File: config.mk
export PLATFORM = sky130hd
export DESIGN_NAME = full_adder_eight_bit
export DESIGN_NICKNAME = d
export VERILOG_FILES = /design/src/rtl/full_adder_eight_bit.sv
export SDC_FILE = /design/constraint.sdc
export NUM_CORES = 1
export LEC_CHECK = 0
export CORE_ASPECT_RATIO = 0.8
export CORE_MARGIN = 3
export CORE_UTILIZATION = 27
export DETAILED_ROUTE_END_ITERATION = 16
export HOLD_SLACK_MARGIN = 0.12
export MAX_ROUTING_LAYER = met4
export PLACE_DENSITY = 0.72
export SLEW_MARGIN = 20
export SYNTH_ARGS = -nofsm -noshare
export SYNTH_HDL_FRONTEND = slang
export SYNTH_SLANG_ARGS = --single-unit
File: constraint.sdc
create_clock -name clk -period 4 [get_ports clk]
set_input_delay 0.4 -clock clk [delete_from_list [all_inputs] [get_ports clk]]
set_output_delay 0.4 -clock clk [all_outputs]
set_load 0.01 [all_outputs]
File: src/rtl/full_adder_eight_bit.sv
// full_adder_eight_bit
// 8-bit ripple-carry adder made of eight 1-bit full-adder cells.
// sum/cout/ovf are purely combinational.
// sum_q/cout_q/ovf_q hold a copy of the result, registered every clock,
// for pipelined consumers.
module full_adder_eight_bit (
    input  logic       clk,
    input  logic       rst,
    input  logic [7:0] a,
    input  logic [7:0] b,
    input  logic       cin,
    output logic [7:0] sum,
    output logic       cout,
    output logic       ovf,
    output logic [7:0] sum_q,
    output logic       cout_q,
    output logic       ovf_q
);

    // Carry chain: c[i] is the carry into cell i, so c[0] = cin and c[8] = cout.
    logic [8:0] c;
    logic [7:0] s;

    // Ripple the carry through the eight full-adder cells, starting at bit 0.
    always_comb begin
        c    = '0;
        s    = '0;
        c[0] = cin;
        for (int i = 0; i < 8; i++) begin
            s[i]     = a[i] ^ b[i] ^ c[i];
            c[i + 1] = (a[i] & b[i]) | (c[i] & (a[i] ^ b[i]));
        end
    end

    // Signed overflow: the carry into the sign bit differs from the carry out of it.
    assign sum  = s;
    assign cout = c[8];
    assign ovf  = c[7] ^ c[8];

    logic [7:0] sum_d;
    logic       cout_d;
    logic       ovf_d;

    // Next-state values for the output register stage (loads every cycle).
    always_comb begin
        sum_d  = sum;
        cout_d = cout;
        ovf_d  = ovf;
    end

    // Output register stage; the asynchronous reset clears it immediately.
    always_ff @(posedge clk or posedge rst) begin
        if (rst) begin
            sum_q  <= 8'h00;
            cout_q <= 1'b0;
            ovf_q  <= 1'b0;
        end else begin
            sum_q  <= sum_d;
            cout_q <= cout_d;
            ovf_q  <= ovf_d;
        end
    end

endmodule

Word level (Yosys, flattened, before mapping)
Cells that the tools add are included.
W data, S select, Z words.
{"block": "classes", "n_bitwise": 41}
{"operator": "$xor A1 B1 Y1", "n": 17}
{"operator": "$and A1 B1 Y1", "n": 16}
{"operator": "$or A1 B1 Y1", "n": 8}
{"block": "word_totals", "ff_bits": 10, "word_cells": 44}

Longest topological paths before layout
{"block": "logic_depth", "depth_word": 18, "ltp_mapped": 12, "depth_no_buf": 12}

Worst setup path after synthesis
Ideal clock, no wire load.
{"block": "synth_path", "path_type": "input -> output", "start": "in a[0]", "end": "out sum[7]", "t_arrival_ns": 3.535, "required_ns": 3.600, "stages": 12, "path_slack_ns": 0.065, "n_path_buf": 0, "cell_sequence": "fa_1 > inv_1 > fa_1 > inv_1 > fa_1 > fa_1 > fa_1 > fa_1 > fa_1 > inv_1 > fa_1 > inv_1"}
{"block": "synth_via", "elab_chain_cells": 16}
{"item": "from (decl)", "line": "9", "rtl": "input logic [7:0] a,"}
{"item": "$xor A1 B1 Y1", "line": "31", "rtl": "c[i + 1] = (a[i] & b[i]) | (c[i] & (a[i] ^ b[i]));"}
{"item": "$and A1 B1 Y1", "line": "31"}
{"item": "$or A1 B1 Y1 (*)", "line": "31"}
{"item": "$and A1 B1 Y1 (*)", "line": "31"}
{"item": "$or A1 B1 Y1 (*)", "line": "31"}
{"item": "$and A1 B1 Y1 (*)", "line": "31"}
{"item": "$or A1 B1 Y1 (*)", "line": "31"}
{"item": "$and A1 B1 Y1 (*)", "line": "31"}
{"item": "$or A1 B1 Y1 (*)", "line": "31"}
{"item": "$and A1 B1 Y1 (*)", "line": "31"}
{"item": "$or A1 B1 Y1 (*)", "line": "31"}
{"item": "$and A1 B1 Y1 (*)", "line": "31"}
{"item": "$or A1 B1 Y1 (*)", "line": "31"}
{"item": "$and A1 B1 Y1 (*)", "line": "31"}
{"item": "$or A1 B1 Y1 (*)", "line": "31"}
{"item": "$xor A1 B1 Y1 (*)", "line": "30", "rtl": "s[i] = a[i] ^ b[i] ^ c[i];"}
{"item": "to (decl)", "line": "12", "rtl": "output logic [7:0] sum,"}
Mark *: on every way between the ends. The rest lies on a longest branch, timed or not.

Worst setup path after layout
{"block": "layout_path", "start": "in b[0]", "end": "out sum[7]"}
{"block": "layout_via", "elab_chain_cells": 16}
{"item": "from (decl)", "line": "10", "rtl": "input logic [7:0] b,"}
{"item": "$xor A1 B1 Y1", "line": "31"}
{"item": "$and A1 B1 Y1", "line": "31"}
{"item": "$or A1 B1 Y1 (*)", "line": "31"}
{"item": "$and A1 B1 Y1 (*)", "line": "31"}
{"item": "$or A1 B1 Y1 (*)", "line": "31"}
{"item": "$and A1 B1 Y1 (*)", "line": "31"}
{"item": "$or A1 B1 Y1 (*)", "line": "31"}
{"item": "$and A1 B1 Y1 (*)", "line": "31"}
{"item": "$or A1 B1 Y1 (*)", "line": "31"}
{"item": "$and A1 B1 Y1 (*)", "line": "31"}
{"item": "$or A1 B1 Y1 (*)", "line": "31"}
{"item": "$and A1 B1 Y1 (*)", "line": "31"}
{"item": "$or A1 B1 Y1 (*)", "line": "31"}
{"item": "$and A1 B1 Y1 (*)", "line": "31"}
{"item": "$or A1 B1 Y1 (*)", "line": "31"}
{"item": "$xor A1 B1 Y1 (*)", "line": "30"}
Marks and branches as above.

==> metrics.txt <==
WP data arrival 3.55 ns; worst path bufs/invs 6; number of global-route vias before repair between 300 and 400; initial detailed-routing violation count 0; Largest stage delay, worst path 0.43 ns; IO Pins 39; Clock Sink Count 10; layout cells sized above 1 37.33%; full die area 2240 µm²; CP top delay family adder cells; Period Utilization, post-route a little over nine tenths; number of synthesized register bits 10; first-pass GRT wire length 1725 µm; Final Max Tran Viols 0; critical path endpoint category output pin; net count after synthesis 57; Yosys warning count 0; CTS buffer count 3; slew margin rel. 74.86%; Overall Global Routing Usage 11.50%; peak fanout along the critical path 2; Reg clk slew, reported paths approximately 0.060 ns; maximum vdd ir drop 195.7 µV; library cells used by synthesis 4; routed via count between 300 and 400; H-tree level count 1; Pwr Density approximately 370 nW/µm²; Detailed Place HPWL 945.7 µm; critical path type in -> out; outcome finished, final reports clean; Layout area overhead 105.2%; Hold Path Class in -> async; ant diodes 0; die height 42.94 µm; highest clock rate approximately 250 MHz; fillcell total 116; final-report hold violation count 0; worst path cell trace buf_6, fa_2, inv_2, fa_2, inv_2, fa_2, fa_2, fa_2, fa_2, fa_2, inv_2, fa_2, inv_2, buf_6; CP required ~3.6 ns; Final ANT Viol Nets 0; Overflow after GRT 0; CTS tree built; DRC violation count after routing 0; actual slew at the worst max-slew pin between 0.3 and 0.4 ns; Setup WS post-layout 0.04922 ns; count of final setup violators 0; post-synthesis sequential area ratio 54.35%; Min Clock Period, post-route around 4.0 ns; Avg WL per Cell 10.82 µm; initial core utilization 30.98%; Startpoint Class input pin; P_leak 0.4210 nW; Die X 52.17 µm; number of vias per cell 3.854; drt pass-1 iters 1; worst hold slack 0.4128 ns; layout net count 104; max_cap viols 0; Core Rows 12; RSZ-0062 raised after global routing true; core box area 1486 µm²; Syn Inst Count 30; most common cell after layout, fill and taps aside clkdlybuf4s50_1; routability cong. 0.6763; CP startpoint b[0]; Buffers on Ports 38; CP max stage cell fa_2; Setup TNS 0 ns; Post-Place Worst Slack -1.043 ns; crit-path most repeated cell fa_2; largest net degree at the start of global routing 11; initial antenna violation count 0; most frequent cells in the layout 31 x clkdlybuf4s50_1, 10 x dfrtp_1, 8 x fa_2, 6 x inv_2; Mapped Avg Cell Area between 15 and 20 µm²; Root Buffer clkbuf_4; final WL 1039 µm; mapped cell area 460.4 µm²; utilization after layout 63.55%; Clock Path Buffers 2
## power breakdown
part / internal, mW / switching (mW) / total [mW] / leakage (nW)
clock network: 0.0345 / 0.0295 / 0.0640 / 0.0138
logic: 0.0983 / 0.0600 / 0.158 / 0.291
registers: 0.119 / 0.00436 / 0.124 / 0.117
## registers in the layout (all words and copies together), names as in the netlist
signal / count
ovf_q: 1
cout_q: 1
sum_q: 8
## per-layer routing
metal / vias up / part of all wire (%) / track usage [%]
li1: 171 / - / -
met1: 171 / 37 / 11.75
met2: 26 / 50 / 18.05
met3: 2 / 10 / 5.614
met4: 0 / 2.1 / 6.122
met5: - / 0 / -
## synthesized netlist by cell type
cell type / instances / share of area (%)
dfrtp_1: 10 / 54
fa_1: 8 / 35
inv_1: 11 / 9.0
xnor2_1: 1 / 1.9
## metrics by stage
stage | cell area (µm²) | std cells | total power [mW]
after floorplan | 460.4 | 30 | 0.1760
after global placement | 882.1 | 91 | 0.2741
after detailed placement | 882.1 | 91 | 0.2761
after CTS | 938.4 | 96 | 0.3541
after global routing | 944.7 | 96 | 0.3716
final | 944.7 | 96 | 0.3461
## kinds of logic after synthesis
family     Yosys count  synth area share (%)
xor+xnor             1                 1.903
fa+ha+maj            8                 34.78
buf+inv             11                 8.967
flops               10                 54.35
## timing repair
item / 4_1_cts / 5_1_grt
gates resized for setup: 43 / 2
hold buffers: 0 / 0
buffers inserted: 2 / 0
setup endpoints to repair: 5 / 3
pin swaps: 9 / 8
## worst max path at each step
stage	end	slack, ns	cells past startpoint
3_3_place_gp	sum[7]	-1.0	14
2_1_floorplan	sum[7]	0.07	12
4_1_cts	sum[7]	-0.13	14
3_5_place_dp	sum[7]	-1.04	14
5_1_grt	sum[7]	-0.04	14
6_report	sum[7]	0.05	14
## cell type report
type / instances / area, µm² / share of cell area (%)
timing repair buffer: 42 / 407.9 / 43.18
sequential: 10 / 250.2 / 26.49
multi-input combinational: 9 / 196.4 / 20.79
inverter: 11 / 41.29 / 4.371
clock buffer: 3 / 22.52 / 2.384
tap: 21 / 26.28 / 2.781
Power figures use the tool's default switching activity.
